===== config.mk =====
export PLATFORM = sky130hd
export DESIGN_NAME = if_prefetch_stage_flat
export DESIGN_NICKNAME = d
export VERILOG_FILES = /design/src/rtl/if_prefetch_stage_if.sv /design/src/rtl/if_prefetch_stage.sv /design/src/flat_wrapper.sv
export SDC_FILE = /design/constraint.sdc
export NUM_CORES = 1
export LEC_CHECK = 0
export CORE_ASPECT_RATIO = 0.8
export CORE_MARGIN = 2
export CORE_UTILIZATION = 45
export CTS_BUF_LIST = sky130_fd_sc_hd__clkbuf_16
export CTS_CLUSTER_DIAMETER = 150
export CTS_CLUSTER_SIZE = 24
export DETAILED_ROUTE_END_ITERATION = 7
export PLACE_DENSITY = 0.72
export SKIP_CTS_REPAIR_TIMING = 1
export SLEW_MARGIN = 15
export SYNTH_ARGS = -nofsm -noshare
export SYNTH_HDL_FRONTEND = slang
export SYNTH_SLANG_ARGS = --single-unit

===== constraint.sdc =====
create_clock -name clk -period 7.57 [get_ports clk]
set_clock_uncertainty 0.05 [all_clocks]
set_input_delay 1.8925 -clock clk [delete_from_list [all_inputs] [get_ports clk]]
set_output_delay 1.8925 -clock clk [all_outputs]
set_load 0.02 [all_outputs]

===== src/rtl/if_prefetch_stage_if.sv =====
// Bundle of the fetch-stage signals: ROM port, redirect/halt control and the decode handshake.
// The master modport is the fetch stage, the slave modport is its surroundings.
interface if_prefetch_stage_if #(
   parameter int ADDR_W     = 8,
   parameter int BYTE_W     = 8,
   parameter int OPC_W      = 3,
   parameter int FIFO_DEPTH = 4
);
   localparam int CNT_W = $clog2(FIFO_DEPTH + 1);

   logic [ADDR_W-1:0]       rom_addr;
   logic [BYTE_W-1:0]       rom_data;
   logic                    redirect_valid;
   logic [ADDR_W-1:0]       redirect_pc;
   logic                    halt;
   logic                    out_valid;
   logic                    out_ready;
   logic [OPC_W-1:0]        out_opcode;
   logic [BYTE_W-OPC_W-1:0] out_ad1;
   logic [BYTE_W-1:0]       out_imm;
   logic [ADDR_W-1:0]       out_pc;
   logic [CNT_W-1:0]        fifo_count;

   modport master (
      output rom_addr, input rom_data,
      input redirect_valid, input redirect_pc, input halt,
      output out_valid, input out_ready,
      output out_opcode, output out_ad1, output out_imm, output out_pc,
      output fifo_count
   );

   modport slave (
      input rom_addr, output rom_data,
      output redirect_valid, output redirect_pc, output halt,
      input out_valid, output out_ready,
      input out_opcode, input out_ad1, input out_imm, input out_pc,
      input fifo_count
   );
endinterface


===== src/rtl/if_prefetch_stage.sv =====
// Instruction-fetch stage: ROM bytes are prefetched one per cycle into a small FIFO and
// 1- or 2-byte instructions are assembled from its head for the decode stage.
module if_prefetch_stage #(
   parameter int                  ADDR_W        = 8,
   parameter int                  BYTE_W        = 8,
   parameter int                  OPC_W         = 3,
   parameter int                  FIFO_DEPTH    = 4,
   parameter logic [ADDR_W-1:0]   RESET_PC      = '0,
   parameter logic [2**OPC_W-1:0] TWO_BYTE_MASK = 8'b0000_1110
) (
   input  logic                 clk,
   input  logic                 rst,
   if_prefetch_stage_if.master  bus
);
   localparam int PTR_W = $clog2(FIFO_DEPTH);
   localparam int CNT_W = $clog2(FIFO_DEPTH + 1);
   localparam int AD1_W = BYTE_W - OPC_W;

   typedef logic [BYTE_W-1:0] byte_t;

   byte_t              fifo_q [FIFO_DEPTH];
   byte_t              fifo_d [FIFO_DEPTH];
   logic [PTR_W-1:0]   rd_ptr_q, rd_ptr_d, wr_ptr_q, wr_ptr_d;
   logic [CNT_W-1:0]   count_q, count_d;
   logic [ADDR_W-1:0]  pc_q, pc_d, head_pc_q, head_pc_d;
   logic               out_valid_q, out_valid_d;
   logic [OPC_W-1:0]   out_opcode_q, out_opcode_d;
   logic [AD1_W-1:0]   out_ad1_q, out_ad1_d;
   logic [BYTE_W-1:0]  out_imm_q, out_imm_d;
   logic [ADDR_W-1:0]  out_pc_q, out_pc_d;

   byte_t              head_byte, next_byte;
   logic [OPC_W-1:0]   head_opc;
   logic               need_two, slot_free, push;
   logic [CNT_W-1:0]   need_n, pop_n;

   // Pointers wrap explicitly so non-power-of-2 depths work.
   function automatic logic [PTR_W-1:0] ptr_inc(input logic [PTR_W-1:0] p);
      return (p == PTR_W'(FIFO_DEPTH - 1)) ? '0 : p + 1'b1;
   endfunction

   // Decode handshake: an instruction transfers on a rising edge where out_valid && out_ready;
   // while out_valid && !out_ready the whole payload is held stable.
   always_comb begin
      fifo_d       = fifo_q;
      rd_ptr_d     = rd_ptr_q;
      wr_ptr_d     = wr_ptr_q;
      count_d      = count_q;
      pc_d         = pc_q;
      head_pc_d    = head_pc_q;
      out_valid_d  = out_valid_q;
      out_opcode_d = out_opcode_q;
      out_ad1_d    = out_ad1_q;
      out_imm_d    = out_imm_q;
      out_pc_d     = out_pc_q;
      pop_n        = '0;
      push         = 1'b0;

      head_byte = fifo_q[rd_ptr_q];
      next_byte = fifo_q[ptr_inc(rd_ptr_q)];
      head_opc  = head_byte[BYTE_W-1 -: OPC_W];
      need_two  = TWO_BYTE_MASK[head_opc];
      need_n    = need_two ? CNT_W'(2) : CNT_W'(1);
      slot_free = !out_valid_q || bus.out_ready;

      if (bus.redirect_valid) begin
         pc_d        = bus.redirect_pc;
         head_pc_d   = bus.redirect_pc;
         rd_ptr_d    = '0;
         wr_ptr_d    = '0;
         count_d     = '0;
         out_valid_d = 1'b0;
      end else if (bus.halt) begin
         if (out_valid_q && bus.out_ready) out_valid_d = 1'b0;
      end else begin
         if (slot_free) begin
            if (count_q >= need_n) begin
               out_valid_d  = 1'b1;
               out_opcode_d = head_opc;
               out_ad1_d    = head_byte[AD1_W-1:0];
               out_imm_d    = need_two ? next_byte : '0;
               out_pc_d     = head_pc_q;
               pop_n        = need_n;
               head_pc_d    = head_pc_q + ADDR_W'(need_n);
               rd_ptr_d     = need_two ? ptr_inc(ptr_inc(rd_ptr_q)) : ptr_inc(rd_ptr_q);
            end else begin
               out_valid_d = 1'b0;
            end
         end
         // Space freed by this cycle's pop is reusable in the same cycle.
         push = (count_q - pop_n) < CNT_W'(FIFO_DEPTH);
         if (push) begin
            fifo_d[wr_ptr_q] = bus.rom_data;
            wr_ptr_d         = ptr_inc(wr_ptr_q);
            pc_d             = pc_q + 1'b1;
         end
         count_d = count_q - pop_n + CNT_W'(push);
      end
   end

   always_ff @(posedge clk or negedge rst) begin
      if (!rst) begin
         for (int i = 0; i < FIFO_DEPTH; i++) fifo_q[i] <= '0;
         rd_ptr_q     <= '0;
         wr_ptr_q     <= '0;
         count_q      <= '0;
         pc_q         <= RESET_PC;
         head_pc_q    <= RESET_PC;
         out_valid_q  <= 1'b0;
         out_opcode_q <= '0;
         out_ad1_q    <= '0;
         out_imm_q    <= '0;
         out_pc_q     <= '0;
      end else begin
         fifo_q       <= fifo_d;
         rd_ptr_q     <= rd_ptr_d;
         wr_ptr_q     <= wr_ptr_d;
         count_q      <= count_d;
         pc_q         <= pc_d;
         head_pc_q    <= head_pc_d;
         out_valid_q  <= out_valid_d;
         out_opcode_q <= out_opcode_d;
         out_ad1_q    <= out_ad1_d;
         out_imm_q    <= out_imm_d;
         out_pc_q     <= out_pc_d;
      end
   end

   assign bus.rom_addr   = pc_q;
   assign bus.out_valid  = out_valid_q;
   assign bus.out_opcode = out_opcode_q;
   assign bus.out_ad1    = out_ad1_q;
   assign bus.out_imm    = out_imm_q;
   assign bus.out_pc     = out_pc_q;
   assign bus.fifo_count = count_q;
endmodule


===== src/flat_wrapper.sv =====
// flat-port wrapper written by rule: the top's interface ports become plain ports
module if_prefetch_stage_flat 
#(
   parameter int                  ADDR_W        = 8,
   parameter int                  BYTE_W        = 8,
   parameter int                  OPC_W         = 3,
   parameter int                  FIFO_DEPTH    = 4,
   parameter logic [ADDR_W-1:0]   RESET_PC      = '0,
   parameter logic [2**OPC_W-1:0] TWO_BYTE_MASK = 8'b0000_1110
)
  (clk, rst, bus_rom_addr, bus_rom_data, bus_redirect_valid, bus_redirect_pc, bus_halt, bus_out_valid, bus_out_ready, bus_out_opcode, bus_out_ad1, bus_out_imm, bus_out_pc, bus_fifo_count);
  if_prefetch_stage_if #(.ADDR_W(ADDR_W), .BYTE_W(BYTE_W), .OPC_W(OPC_W), .FIFO_DEPTH(FIFO_DEPTH)) bus_i ();
  input  logic clk;
  input  logic rst;
  output wire logic [$bits(bus_i.rom_addr)-1:0] bus_rom_addr;
  input wire logic [$bits(bus_i.rom_data)-1:0] bus_rom_data;
  input wire logic [$bits(bus_i.redirect_valid)-1:0] bus_redirect_valid;
  input wire logic [$bits(bus_i.redirect_pc)-1:0] bus_redirect_pc;
  input wire logic [$bits(bus_i.halt)-1:0] bus_halt;
  output wire logic [$bits(bus_i.out_valid)-1:0] bus_out_valid;
  input wire logic [$bits(bus_i.out_ready)-1:0] bus_out_ready;
  output wire logic [$bits(bus_i.out_opcode)-1:0] bus_out_opcode;
  output wire logic [$bits(bus_i.out_ad1)-1:0] bus_out_ad1;
  output wire logic [$bits(bus_i.out_imm)-1:0] bus_out_imm;
  output wire logic [$bits(bus_i.out_pc)-1:0] bus_out_pc;
  output wire logic [$bits(bus_i.fifo_count)-1:0] bus_fifo_count;
  assign bus_rom_addr = bus_i.rom_addr;
  assign bus_i.rom_data = bus_rom_data;
  assign bus_i.redirect_valid = bus_redirect_valid;
  assign bus_i.redirect_pc = bus_redirect_pc;
  assign bus_i.halt = bus_halt;
  assign bus_out_valid = bus_i.out_valid;
  assign bus_i.out_ready = bus_out_ready;
  assign bus_out_opcode = bus_i.out_opcode;
  assign bus_out_ad1 = bus_i.out_ad1;
  assign bus_out_imm = bus_i.out_imm;
  assign bus_out_pc = bus_i.out_pc;
  assign bus_fifo_count = bus_i.fifo_count;
  if_prefetch_stage #(.ADDR_W(ADDR_W), .BYTE_W(BYTE_W), .OPC_W(OPC_W), .FIFO_DEPTH(FIFO_DEPTH), .RESET_PC(RESET_PC), .TWO_BYTE_MASK(TWO_BYTE_MASK)) u_core (.clk(clk), .rst(rst), .bus(bus_i));
endmodule

==> out/metrics.yaml <==
status: "finished, final reports clean"
tns_ns: 0
routed_wl_um: 8430
drcViolationCount: 0
fmax_ghz: 0.190
critPathArrivalTime_ns: 5.43
grt_antenna_before_repair: 0
ir_drop_uv: 197
combinationalPowerShare_pct: 49.7
htreeDepth: 3
ys_warn_count: 0
setup_ws_ns: 2.30
io-pin-count: 57
relSlewSlack_pct: 35.0
dr.pass1.iters: 4
fillers: 729
die_y_um: 89.2
synth_cell_types: 43
p_leak_nw: 2.20
cp_common_cell: "nor2b_1"
power.density_nw_per_um2: 504
place_ws_ns: 2.04
grt_max_degree: 81
syn-cell-area_um2: 4080
power.switching_w: 0.000922
post-route-period-util_pct: 69.6
synth_edf_count: 0
max_cap_viol_count: 0
avgSynthCellArea_um2: 13.9
core-area_um2: 8920
drtAntennaViolNets: 0
worstPathMaxFanout: 14
drive_gt1_share_pct: 27.2
p_total_w: 0.00255
dpl_cell_area_um2: 4700
n_antenna_cell: 0
rsz0062_at_grt: "no"
start_util_pct: 45.8
clk_latency_ns: 0.33
dr_total_vias: 2512
worst-path-buf-inv: 2
hp-start: "u_core.bus.out_imm[6]$_DFFE_PN0P_"
row_count: 31
crit_start: "bus_out_ready"
synth_ff_type: "dfrtp_1"
grt_pass1_wl_um: 13500
clockPowerShare_pct: 20.4
syn_inst: 294
rr_worst_depth: 14
critPathRequiredTime_ns: 7.73
vias_per_cell: 5.37
tightest_slew_ns: 0.976
r2r-end: "u_core.fifo_q[25]$_DFFE_PN0P_"
swShare_pct: 36.2
fp.dieW_um: 111
min_period_ns: 5.27
synth_nets: 330
r2r_start: "u_core.rd_ptr_q[0]$_DFFE_PN0P_"
numPortBuffers: 56
drtIter0Drc: 137
report.final.hold_viol_count: 0
fin_nets: 384
overflow: 0
hold_path_depth: 1
root_buffer: "clkbuf_16"
worstPathCellList: "clkdlybuf4s50_1, nor2b_1, nor3_1, ha_1, fa_1, xnor2_1, nor2b_1, buf_4, and3_1, mux2_2"
hold_end: "u_core.bus.out_imm[6]$_DFFE_PN0P_"
ys_ff_latch: 80
setup_viol: 0
p_int_w: 0.00163
slew_viol_final: 0
clk_path_buf_depth: 2
critPathTopFamily: "simple AND/OR/NAND/NOR gates"
yosysSeqAreaShare_pct: 49.0
gp_congestion: 0.795
crit_path_top_delay_cell: "nor2b_1"
clock_sinks: 80
wl_per_cell_um: 18.0
areaGrowthSynthToFinish_pct: 23.8
dp_cells: 452
grt_pass1_vias: 2530
crit_type: "primary input to flop"
clkTransAtPathRegs_ns: 0.06
hpwlAfterDp_um: 5810
track_usage_pct: 18.0
min-delay-path-class: "flop to flop"
async_flop_share_pct: 100
crit_path_end_kind: "flop"
seqPwrFrac_pct: 30.0
ff2ff_setup_slack_ns: 2.49
cts_tree: "yes"
layout.cells.non_filler: 468
cpPeakStageDelay_ns: 0.72
die_area_um2: 9860
critPathLaunchType: "primary input"
stdcell_area_um2: 5060
cts_made_buffers: 9
[cell usage after synthesis (6+ instances only)]
cell | instances | area [um^2]
dfrtp_1 | 80 | 2000
mux2_2 | 60 | 676
ha_1 | 13 | 163
nor2_1 | 12 | 45.0
mux4_2 | 11 | 248
inv_1 | 10 | 37.5
nand2_1 | 9 | 33.8
a22o_1 | 8 | 70.1
and3_1 | 8 | 50.1
buf_2 | 7 | 35.0
xnor2_1 | 7 | 61.3
xor2_1 | 7 | 61.3
mux2i_1 | 6 | 60.1
[worst max path at each step]
| stage | slack (ns) | depth (start not counted) | to |
|---|---|---|---|
| after floorplan | 3.37 | 11 | u_core.bus.rom_addr[4]$_DFFE_PN0P_ |
| after global placement | 2.15 | 10 | u_core.fifo_q[27]$_DFFE_PN0P_ |
| after detailed placement | 2.04 | 10 | u_core.fifo_q[30]$_DFFE_PN0P_ |
| after CTS | 2.32 | 10 | u_core.fifo_q[25]$_DFFE_PN0P_ |
| after global routing | 2.11 | 10 | u_core.fifo_q[29]$_DFFE_PN0P_ |
| final | 2.30 | 10 | u_core.fifo_q[25]$_DFFE_PN0P_ |
[per-layer routing]
layer | up-vias | share of wire [%] | global-route usage (%)
li1 | 1189 | - | -
met1 | 1283 | 48 | 25.2
met2 | 33 | 48 | 28.9
met3 | 7 | 2.8 | 3.73
met4 | 0 | 1.3 | 5.45
met5 | - | 0 | 0
[through the flow]
step	hold WS [ns]	util, %
floorplan	0.429	-
global placement	0.440	52.7
detailed placement	0.447	52.7
CTS	0.460	56.7
global route	0.469	56.7
finish	0.452	56.7
[registers in the layout (all words and copies together) (netlist names)]
name                   flops
u_core.head_pc_q           8
u_core.bus.out_opcode      3
u_core.bus.out_pc          8
u_core.bus.out_imm         8
u_core.bus.out_valid       1
u_core.bus.fifo_count      3
u_core.wr_ptr_q            2
u_core.bus.out_ad1         5
u_core.fifo_q             32
u_core.bus.rom_addr        8
u_core.rd_ptr_q            2
[area by class of cell]
cell class,count,area [um^2],area share (%)
flip-flops and latches,80,2000,39.6
multi-input cells,187,1930,38.1
repair buffers,59,581,11.5
clock buffers,9,225,4.45
well taps,115,144,2.85
clock inverters,7,134,2.65
inverters,11,43.8,0.866
[cells in the final DEF, fill, tap and decap left out, drive strengths merged, types with 2 or more instances in the layout]
| master | n |
|---|---|
| a211oi | 2 |
| xor2 | 7 |
| nand2b | 2 |
| buf | 4 |
| xnor2 | 7 |
| mux2i | 6 |
| a21oi | 5 |
| clkinv | 3 |
| dfrtp | 80 |
| and3 | 8 |
| inv | 11 |
| mux4 | 16 |
| mux2 | 60 |
| nand4 | 3 |
| and4 | 2 |
| nor4 | 6 |
| a22o | 8 |
| nor3 | 5 |
| nor2 | 13 |
| nand2 | 9 |
| clkdlybuf4s50 | 55 |
| ha | 13 |
| fa | 2 |
| bufinv | 4 |
| nor2b | 2 |
| clkbuf | 9 |
[power groups by stage]
| stage | registers (W) | logic, W | clock network, W |
|---|---|---|---|
| after floorplan | 0.000810 | 0.000835 | 0 |
| after global placement | 0.000759 | 0.00122 | 0 |
| after detailed placement | 0.000768 | 0.00125 | 0 |
| after CTS | 0.000763 | 0.00127 | 0.000524 |
| after global routing | 0.000788 | 0.00138 | 0.000547 |
| final | 0.000763 | 0.00127 | 0.000519 |
[kinds of logic (layout without fill, tap and decap cells)]
kind of cell	count (synthesis)	count (layout)	synth area share, %
buf+inv	27	86	4.01
simple gates	53	53	7.32
fa+ha+maj	15	15	4.96
mux	82	82	27.3
xor+xnor	14	14	3.00
flops	80	80	49.0
compound gates	23	23	4.38
Power figures use the tool's default switching activity.
